[src/rtl/rf_write_arbiter.sv]
// rtl/rf_write_arbiter.sv - register-file write-port arbiter for WB, MDU results and debug writes
// Also keeps the MDU result buffer, the busy-register scoreboard and the ID hazard stall.
module rf_write_arbiter #(
  parameter int STARVE_LIMIT = 4
) (
  input  logic        clk,
  input  logic        rst,
  input  logic        wb_we,
  input  logic [4:0]  wb_wa,
  input  logic [31:0] wb_wd,
  input  logic        mdu_valid,
  input  logic [4:0]  mdu_wa,
  input  logic [31:0] mdu_wd,
  output logic        mdu_ready,
  input  logic        mdu_issue,
  input  logic [4:0]  mdu_issue_rd,
  input  logic        dbg_we,
  input  logic [4:0]  dbg_wa,
  input  logic [31:0] dbg_wd,
  output logic        dbg_ack,
  input  logic [4:0]  id_ra0,
  input  logic [4:0]  id_ra1,
  input  logic        id_is_mdu,
  input  logic [4:0]  id_rd,
  output logic        hazard_stall,
  output logic        stall_req,
  output logic        rf_we,
  output logic [4:0]  rf_wa,
  output logic [31:0] rf_wd
);

  localparam int SW = $clog2(STARVE_LIMIT + 1);

  logic [4:0]    buf_wa_q [2];
  logic [31:0]   buf_wd_q [2];
  logic          rd_ptr_q, rd_ptr_d;
  logic [1:0]    count_q, count_d;
  logic [SW-1:0] starve_q, starve_d;
  logic [31:0]   busy_q, busy_d;

  logic        wb_real, pop, push, dbg_grant, keep, wr_idx;
  logic [4:0]  head_wa, other_wa;
  logic [31:0] head_wd, clr_mask, set_mask, eff_busy;

  assign head_wa  = buf_wa_q[rd_ptr_q];
  assign head_wd  = buf_wd_q[rd_ptr_q];
  assign other_wa = buf_wa_q[~rd_ptr_q];
  assign wr_idx   = rd_ptr_q ^ count_q[0];

  // Nothing reaches the register file while reset is held.
  assign wb_real   = !rst && wb_we && (wb_wa != 5'd0);
  assign pop       = !rst && !wb_real && (count_q != 2'd0);
  assign dbg_grant = !rst && dbg_we && !wb_real && !pop;
  assign dbg_ack   = dbg_grant;

  assign mdu_ready = (count_q != 2'd2);
  assign push      = mdu_valid && mdu_ready && (mdu_wa != 5'd0);

  // A popped register stays busy if another buffered or arriving result still targets it.
  assign keep     = ((count_q == 2'd2) && (other_wa == head_wa)) || (push && (mdu_wa == head_wa));
  assign clr_mask = (pop && !keep) ? (32'd1 << head_wa) : 32'd0;
  assign set_mask = (mdu_issue && (mdu_issue_rd != 5'd0)) ? (32'd1 << mdu_issue_rd) : 32'd0;
  assign busy_d   = ((busy_q & ~clr_mask) | set_mask) & ~32'd1;
  assign eff_busy = busy_q & ~clr_mask;

  assign hazard_stall = ((id_ra0 != 5'd0) && eff_busy[id_ra0]) ||
                        ((id_ra1 != 5'd0) && eff_busy[id_ra1]) ||
                        (id_is_mdu && (id_rd != 5'd0) && eff_busy[id_rd]);

  assign stall_req = (starve_q >= SW'(STARVE_LIMIT));

  always_comb begin
    rf_we = 1'b0;
    rf_wa = 5'd0;
    rf_wd = 32'd0;
    if (wb_real) begin
      rf_we = 1'b1;
      rf_wa = wb_wa;
      rf_wd = wb_wd;
    end else if (pop) begin
      rf_we = 1'b1;
      rf_wa = head_wa;
      rf_wd = head_wd;
    end else if (dbg_grant && (dbg_wa != 5'd0)) begin
      rf_we = 1'b1;
      rf_wa = dbg_wa;
      rf_wd = dbg_wd;
    end
  end

  always_comb begin
    count_d  = count_q + {1'b0, push} - {1'b0, pop};
    rd_ptr_d = pop ? ~rd_ptr_q : rd_ptr_q;
    starve_d = starve_q;
    if (count_q == 2'd0 || pop) begin
      starve_d = '0;
    end else if (starve_q < SW'(STARVE_LIMIT)) begin
      starve_d = starve_q + SW'(1);
    end
  end

  always_ff @(posedge clk) begin
    if (rst) begin
      rd_ptr_q <= 1'b0;
      count_q  <= 2'd0;
      starve_q <= '0;
      busy_q   <= 32'd0;
    end else begin
      rd_ptr_q <= rd_ptr_d;
      count_q  <= count_d;
      starve_q <= starve_d;
      busy_q   <= busy_d;
    end
  end

  always_ff @(posedge clk) begin
    if (push) begin
      buf_wa_q[wr_idx] <= mdu_wa;
      buf_wd_q[wr_idx] <= mdu_wd;
    end
  end

endmodule

[config.mk]
export PLATFORM = sky130hd
export DESIGN_NAME = rf_write_arbiter
export DESIGN_NICKNAME = d
export VERILOG_FILES = /design/src/rtl/rf_write_arbiter.sv
export SDC_FILE = /design/constraint.sdc
export NUM_CORES = 1
export LEC_CHECK = 0
export ABC_CLOCK_PERIOD_IN_PS = 8800
export CORE_MARGIN = 2
export CORE_UTILIZATION = 35
export CTS_BUF_LIST = sky130_fd_sc_hd__clkbuf_16
export CTS_CLUSTER_DIAMETER = 40
export DETAILED_ROUTE_END_ITERATION = 8
export GPL_TIMING_DRIVEN = 0
export PLACE_DENSITY = 0.71
export SETUP_SLACK_MARGIN = 0.15
export SYNTH_ARGS = -nofsm -noshare
export SYNTH_HDL_FRONTEND = slang
export SYNTH_SLANG_ARGS = --single-unit
export TNS_END_PERCENT = 20
[constraint.sdc]
create_clock -name clk -period 8.8 [get_ports clk]
set_input_delay 1.76 -clock clk [delete_from_list [all_inputs] [get_ports clk]]
set_output_delay 1.76 -clock clk [all_outputs]
set_load 0.1 [all_outputs]
==> impl_metrics.py, run 1 <==
metrics = {
    "setup_path": {
        "startpoint_type": "primary input",
        "critPathLaunch": "mdu_wa[1]",
        "cp_max_fo": 10,
        "endpoint_kind": "output port",
        "cp.arrival_ns": 6.26,
        "worst_path_max_delay_cell": "o31ai_1",
        "crit_chain": "clkdlybuf4s50_1, or4_1, o211ai_1, nor2_1, a21o_1, buf_2, o31ai_1, nor3b_1, a2111o_1, a311oi_1, nand4_1, dlymetal6s2s_1",
        "critPathTopFamily": "compound AO/OA/AOI/OAI gates",
        "path_buf_inv": 3,
        "critPathKind": "primary input to output port",
        "cpPeakStageDelay_ns": 0.78,
        "crit_required_ns": 7.04,
    },
    "sta": {
        "tightestPinTransition_ns": 1.03,
        "rsz0062_at_grt": "no",
        "finalMaxSlewViolations": 0,
        "max_freq_mhz": 125,
        "final.min_clock_period_ns": 8.02,
        "slew_headroom": 0.309,
        "fin_skew_ns": 0.0113,
        "final.setup.tns_ns": 0,
        "setup_viol": 0,
        "hold_viol": 0,
        "timing.final.crit_share": 0.911,
    },
    "cts": {
        "cts_root_buf": "clkbuf_16",
        "clk_pin_slew_ns": 0.07,
        "cts_hold_buf": 0,
        "post_cts_resized": 0,
        "post_cts_buffers": 0,
        "htreeDepth": 3,
        "clkLatencyLatePin_ns": 0.36,
        "cts.sinks": 112,
        "cts_buffers": 9,
        "cts_tree": "built",
        "cts_buffer_depth": 2,
    },
    "synth": {
        "avgSynthCellArea_sq_um": 9.91,
        "synth-edff-count": 74,
        "synth_mux_area_frac": 0.114,
        "synth_adder_area_share": 0.00766,
        "synth_top_family_by_area": "compound AO/OA/AOI/OAI gates",
        "synth_compound_area_frac": 0.200,
        "seq_area_frac_synth": 0.457,
        "synthArstFlopShare": 0,
        "synthFlopType": "edfxtp_1",
        "ys_ff_latch": 112,
        "synth_area_sq_um": 6530,
        "synthesis.nets": 801,
        "synth_warnings": 0,
        "netlist_instances": 659,
        "synth_cell_types": 70,
        "synth_xor_area_frac": 0.0241,
        "synthSimpleGateAreaFrac": 0.163,
    },
    "die": {
        "rows": 49,
        "io_pins": 180,
        "fp.dieH_um": 141,
        "die_area_sq_um": 19800,
        "coreArea_sq_um": 18100,
        "start_util": 0.360,
        "die_w_um": 141,
    },
    "pwr": {
        "p_leak_nw": 2.97,
        "power_density_nw_per_um2": 203,
        "ir_worst_vdd_v": 0.000130,
    },
    "global_routing": {
        "overflow": 0,
        "track_usage": 0.225,
        "antenna_found_initial": 0,
        "grt_max_degree": 25,
        "grt_pass1_vias": 6255,
        "grt_pass1_wl_um": 34300,
    },
    "finish": {
        "fin_util": 0.492,
        "num_antenna_cells": 0,
        "area_growth_pct": 36.6,
        "multi_input_area_sq_um": 3340,
        "layout.nets": 988,
        "design_area_sq_um": 8920,
        "drive_above_1_share": 0.0917,
        "regArea_sq_um": 2980,
        "fillers": 1653,
    },
    "placement": {
        "numPortBuffers": 174,
        "gp_congestion": 0.959,
        "place_hpwl_um": 17600,
        "place_area_sq_um": 8610,
    },
    "drt": {
        "drtIter0Drc": 520,
        "first_pass_iters": 6,
        "ant_nets": 0,
        "drt_wl_total_um": 22500,
        "drc": 0,
        "wl_per_cell_um": 20.8,
        "vias": 6202,
        "avgViaCountPerCell": 5.74,
    },
    "hold_path": {
        "hold_path_class": "flop to flop",
        "hold_path_startpoint": "busy_q[10]",
    },
    "outcome": {
        "outcome": "completed",
    },
    "run": {
        "cap_violations": 0,
    },
}
registers in the layout, summed over array words and instances (netlist names), named ones only:
name	count
busy_q	31
starve_q	3
count_q	2
rd_ptr_q	1
buf_wa_q	10
buf_wd_q	64
Yosys cell counts, types with 7 or more instances:
| cell type | n | area [sq um] |
|---|---|---|
| mux2i_1 | 18 | 180 |
| a221oi_1 | 33 | 289 |
| o31ai_1 | 16 | 120 |
| inv_1 | 16 | 60.1 |
| clkbuf_1 | 35 | 131 |
| mux2_2 | 38 | 428 |
| nor3_1 | 9 | 45.0 |
| a21oi_1 | 37 | 185 |
| nand2_1 | 58 | 218 |
| dfxtp_1 | 38 | 761 |
| o21ai_0 | 10 | 50.1 |
| xnor2_1 | 15 | 131 |
| nor2b_1 | 9 | 56.3 |
| nand2b_1 | 7 | 43.8 |
| nor2_1 | 106 | 398 |
| edfxtp_1 | 74 | 2220 |
| nand3_1 | 9 | 45.0 |
metal layers:
metal / share of wire / up-vias / GRT usage
met1: 0.42 / 2950 / 0.281
met4: 0.027 / 0 / 0.0895
li1: - / 2886 / -
met5: 0 / - / 0
met3: 0.085 / 45 / 0.0557
met2: 0.47 / 321 / 0.375
where the power goes:
part | leakage, nW | switching (W) | total [W] | internal (W)
logic | 1.83 | 0.000488 | 0.000714 | 0.000226
registers | 0.999 | 0.0000252 | 0.000673 | 0.000648
clock network | 0.142 | 0.000199 | 0.000423 | 0.000224
total | 2.97 | 0.000713 | 0.00181 | 0.00110
logic make-up after synthesis:
group,count (synthesis)
AO/OA/AOI/OAI,172
XOR/XNOR,18
adder cells (fa/ha/maj),4
buffers and inverters,58
flip-flops,112
multiplexers,62
AND/OR/NAND/NOR,233
metrics by stage:
step / std cells / hold WS, ns / worst slack (ns) / power (W)
2_1_floorplan: 659 / 0.459 / 1.25 / 0.00115
3_3_place_gp: 1062 / 0.483 / 0.281 / 0.00138
3_5_place_dp: 1064 / 0.487 / 0.242 / 0.00139
4_1_cts: 1080 / 0.499 / 0.224 / 0.00181
5_1_grt: 1080 / 0.537 / 0.514 / 0.00188
6_report: 1080 / 0.503 / 0.779 / 0.00181
worst reg2reg max path: stages, from the launching register on:
cell and delay, ns:
dfxtp_1 0.31, buf_2 0.25, mux2i_1 0.77, xnor2_1 0.25
nor4_4 0.11, a21o_1 0.25, buf_4 0.20, o41ai_1 0.79
a21oi_1 0.14
cell type report:
class                           count  share of cell area
Buffer                             42              0.0185
Timing Repair Buffer              176               0.200
Tap cell                          229              0.0321
Sequential cell                   112               0.334
Clock buffer                        9              0.0252
Multi-Input combinational cell    489               0.375
Inverter                           16             0.00673
Clock inverter                      7             0.00869
path summary, 6_finish.rpt:
check | cells past startpoint | endpoint | slack (ns)
max reg2reg | 8 | busy_q[30] | 5.57
min | 2 | busy_q[10] | 0.50
min reg2reg | 2 | busy_q[10] | 0.50
max | 12 | hazard_stall | 0.78
cells in the final DEF (no fill, tap or decap), types with 5 or more instances in the layout:
master / instances
nand2b_1: 7
o31ai_1: 16
xnor2_1: 15
a21oi_1: 37
nand3_1: 9
mux4_2: 6
mux2i_1: 18
a222oi_1: 5
clkbuf_16: 9
inv_1: 16
o311ai_0: 6
a211oi_1: 5
a221oi_1: 33
clkbuf_1: 35
clkdlybuf4s50_1: 173
nor2b_1: 8
nand2_1: 58
edfxtp_1: 74
nor3_1: 9
o21ai_0: 10
a21boi_0: 5
a31oi_1: 6
dfxtp_1: 38
nor2_1: 105
nand4_1: 5
mux2_2: 38
No activity file was read; power rests on OpenSTA's default activity.
==> inputs of run 2 (changes only) <==
--- a/config.mk
+++ b/config.mk
@@ -5,6 +5,7 @@
 export SDC_FILE = /design/constraint.sdc
 export NUM_CORES = 1
 export LEC_CHECK = 0
+export ABC_AREA = 1
 export ABC_CLOCK_PERIOD_IN_PS = 8800
 export CORE_MARGIN = 2
 export CORE_UTILIZATION = 35
==> run 2 against run 1 <==
Design area rose by 2.9%; cell count rose by 28%; register-to-register slack improved by 1.2 ns; routed wire length rose by 1.6%; die area rose by 3.8%; sequential power rose by 5.5%; clock skew fell by 0.0023 ns; setup slack improved by 0.78 ns; critical path type unchanged.
==> impl_metrics.py, run 2 <==
metrics = {
    "cts": {
        "clkLatencyLatePin_ns": 0.36,
        "cts_hold_buf": 0,
        "cts.sinks": 112,
        "clk_pin_slew_ns": 0.07,
        "post_cts_resized": 0,
        "cts_buffers": 9,
        "cts_tree": "built",
        "post_cts_buffers": 0,
        "cts_buffer_depth": 2,
        "cts_root_buf": "clkbuf_16",
        "htreeDepth": 3,
    },
    "synth": {
        "synth_warnings": 0,
        "seq_area_frac_synth": 0.439,
        "synth_area_sq_um": 6790,
        "synthesis.nets": 1070,
        "synthFlopType": "edfxtp_1",
        "synth_top_cell_by_area": "edfxtp_1",
        "synth_cell_types": 33,
        "synth_top_area_frac": 0.327,
        "netlist_instances": 928,
        "synthArstFlopShare": 0,
        "synthTopCellsByCount": "258 x nand2_1, 142 x nor2_1, 125 x nand3_1",
        "synth.most_common_cell": "nand2_1",
        "synth-edff-count": 74,
        "synth_area_leaders": "edfxtp_1 33%, nand2_1 14%, dfxtp_1 11%, nand3_1 9.2%, nor2_1 7.8%",
        "ys_ff_latch": 112,
        "avgSynthCellArea_sq_um": 7.32,
    },
    "global_routing": {
        "grt_pass1_vias": 6898,
        "antenna_found_initial": 0,
        "track_usage": 0.229,
        "grt_max_degree": 31,
        "grt_pass1_wl_um": 36300,
        "overflow": 0,
    },
    "finish": {
        "fin_cells": 1379,
        "design_area_sq_um": 9190,
        "largest_reg_flops": 64,
        "layout.nets": 1256,
        "fin_util": 0.486,
        "regMostFlops": "buf_wd_q",
        "layout_commonest_cell": "nand2_1",
        "area_growth_pct": 35.3,
        "num_antenna_cells": 0,
        "drive_above_1_share": 0.0518,
        "layout_common_cells": "258 x nand2_1, 173 x clkdlybuf4s50_1, 140 x nor2_1, 125 x nand3_1, 74 x edfxtp_1",
        "largestRegisters": "buf_wd_q: 64 flops, busy_q: 31 flops, buf_wa_q: 10 flops",
    },
    "drt": {
        "ant_nets": 0,
        "drc": 0,
        "avgViaCountPerCell": 5.26,
        "vias": 7255,
        "wl_per_cell_um": 16.6,
        "drtIter0Drc": 834,
        "first_pass_iters": 6,
        "drt_wl_total_um": 22900,
    },
    "pwr": {
        "internal-power_w": 0.00116,
        "p_clk_frac": 0.183,
        "power_density_nw_per_um2": 240,
        "seq_power_share": 0.323,
        "p_comb_frac": 0.494,
        "ir_worst_vdd_v": 0.000150,
        "p_leak_nw": 3.41,
        "p_sw_frac": 0.475,
        "p_sw_w": 0.00105,
    },
    "setup_path": {
        "path_buf_inv": 6,
        "cp.depth": 12,
        "cpPeakStageDelay_ns": 1.23,
        "r2r-start": "count_q[1]",
        "startpoint_type": "primary input",
        "cp_max_fo": 10,
        "endpoint_kind": "output port",
        "worst_path_max_delay_cell": "clkdlybuf4s50_1",
        "crit_required_ns": 7.04,
        "critPathTopFamily": "buffers and inverters",
        "rrSetupSlack_ns": 6.79,
        "r2r-end": "busy_q[11]",
        "crit_chain": "clkdlybuf4s50_1, nor2_1, nand3_1, nand2_1, nand2_1, nor2_4, buf_2, inv_1, clkbuf_1, clkbuf_1, o311ai_0, clkdlybuf4s50_1",
        "endpoint": "rf_wd[9]",
        "critPathKind": "primary input to output port",
        "critPathLaunch": "wb_wa[1]",
        "reg2regPathDepth": 10,
        "cp.arrival_ns": 5.48,
    },
    "outcome": {
        "outcome": "completed",
    },
    "sta": {
        "rsz0062_at_grt": "no",
        "timing.final.crit_share": 0.823,
        "fin_skew_ns": 0.00899,
        "setup_viol": 0,
        "slew_headroom": 0.292,
        "final.min_clock_period_ns": 7.24,
        "finalWorstSetupSlack_ns": 1.56,
        "final.setup.tns_ns": 0,
        "max_freq_mhz": 138,
        "hold_viol": 0,
        "finalMaxSlewViolations": 0,
        "tightestPinTransition_ns": 1.06,
    },
    "placement": {
        "place_area_sq_um": 8900,
        "preCtsSetupSlack_ns": 1.53,
        "dp_cells": 1363,
        "numPortBuffers": 173,
        "gp_congestion": 0.950,
        "place_hpwl_um": 17800,
    },
    "die": {
        "fp.dieH_um": 143,
        "rows": 50,
        "start_util": 0.359,
        "die_area_sq_um": 20500,
        "die_w_um": 143,
        "coreArea_sq_um": 18900,
        "io_pins": 180,
    },
    "run": {
        "cap_violations": 0,
    },
    "hold_path": {
        "hold_path_class": "flop to flop",
    },
}
-- run 2: cell types whose count changed after synthesis, moves of 9 or more --
cell,before,now
mux2i_1,18,0
nor2b_1,9,0
inv_1,16,56
nand4_1,5,42
a21oi_1,37,46
nand2_2,0,10
o311ai_0,6,32
o31ai_1,16,0
mux2_2,38,0
a221oi_1,33,0
nand3_1,9,125
nand2_1,58,258
nor2_1,106,142
xnor2_1,15,1
-- run 2: final cells by class --
| cell class | instances | area (sq um) |
|---|---|---|
| buffer | 51 | 249 |
| clock buffer | 9 | 225 |
| clock inverter | 7 | 60.1 |
| fill | 1898 | 9710 |
| inverter | 63 | 239 |
| multi-input combinational | 702 | 3330 |
| sequential | 112 | 2980 |
| tap | 260 | 325 |
| timing repair buffer | 175 | 1770 |
-- run 2: worst min-delay path by stage --
| stage | end | depth (start not counted) | startpoint | slack (ns) |
|---|---|---|---|---|
| 3_5_place_dp | count_q[1] | 1 | count_q[1] | 0.48 |
| 4_1_cts | starve_q[1] | 2 | starve_q[1] | 0.50 |
| 5_1_grt | starve_q[0] | 2 | starve_q[0] | 0.52 |
| 6_report | starve_q[0] | 2 | starve_q[0] | 0.50 |
| 2_1_floorplan | count_q[1] | 1 | count_q[1] | 0.45 |
| 3_3_place_gp | count_q[1] | 1 | count_q[1] | 0.47 |
-- run 2: power by group through the flow --
stage / sequential, W / combinational [W] / clock (W)
floorplan: 0.000719 / 0.000758 / 0
global placement: 0.000730 / 0.00105 / 0
detailed placement: 0.000722 / 0.00108 / 0
CTS: 0.000711 / 0.00109 / 0.000411
global route: 0.000720 / 0.00116 / 0.000426
finish: 0.000710 / 0.00109 / 0.000403
-- run 2: stage by stage --
step                      hold slack (ns)  power [W]
after global routing                0.524    0.00231
after detailed placement            0.481    0.00181
after global placement              0.473    0.00178
final                               0.496    0.00220
after floorplan                     0.453    0.00148
after CTS                           0.499    0.00221
-- run 2: logic make-up (layout without fill, tap and decap cells) --
kind of cell,after synthesis,count (layout),share of synthesized area
AO/OA/AOI/OAI,100,100,0.0960
flip-flops,112,112,0.439
AND/OR/NAND/NOR,596,596,0.383
adder cells (fa/ha/maj),4,4,0.00737
XOR/XNOR,2,2,0.00258
buffers and inverters,114,305,0.0719
-- run 2: metal layers --
metal  GRT usage  vias up  part of all wire
li1            -     3553                 -
met1       0.301     3365              0.42
met2       0.382      297              0.47
met3      0.0506       40             0.078
met4      0.0640        0             0.026
met5           0        -                 0
-- run 2: worst reg2reg max path, cell delays in order, from the launching register on --
cell and delay (ns):
dfxtp_1 0.39, inv_1 0.05, nor2_1 0.23, nor2_1 0.09, nand2_1 0.23, nor2_1 0.12
nand3_2 0.12, buf_4 0.18, nand4_1 0.27, nand2_1 0.15, a21oi_1 0.07
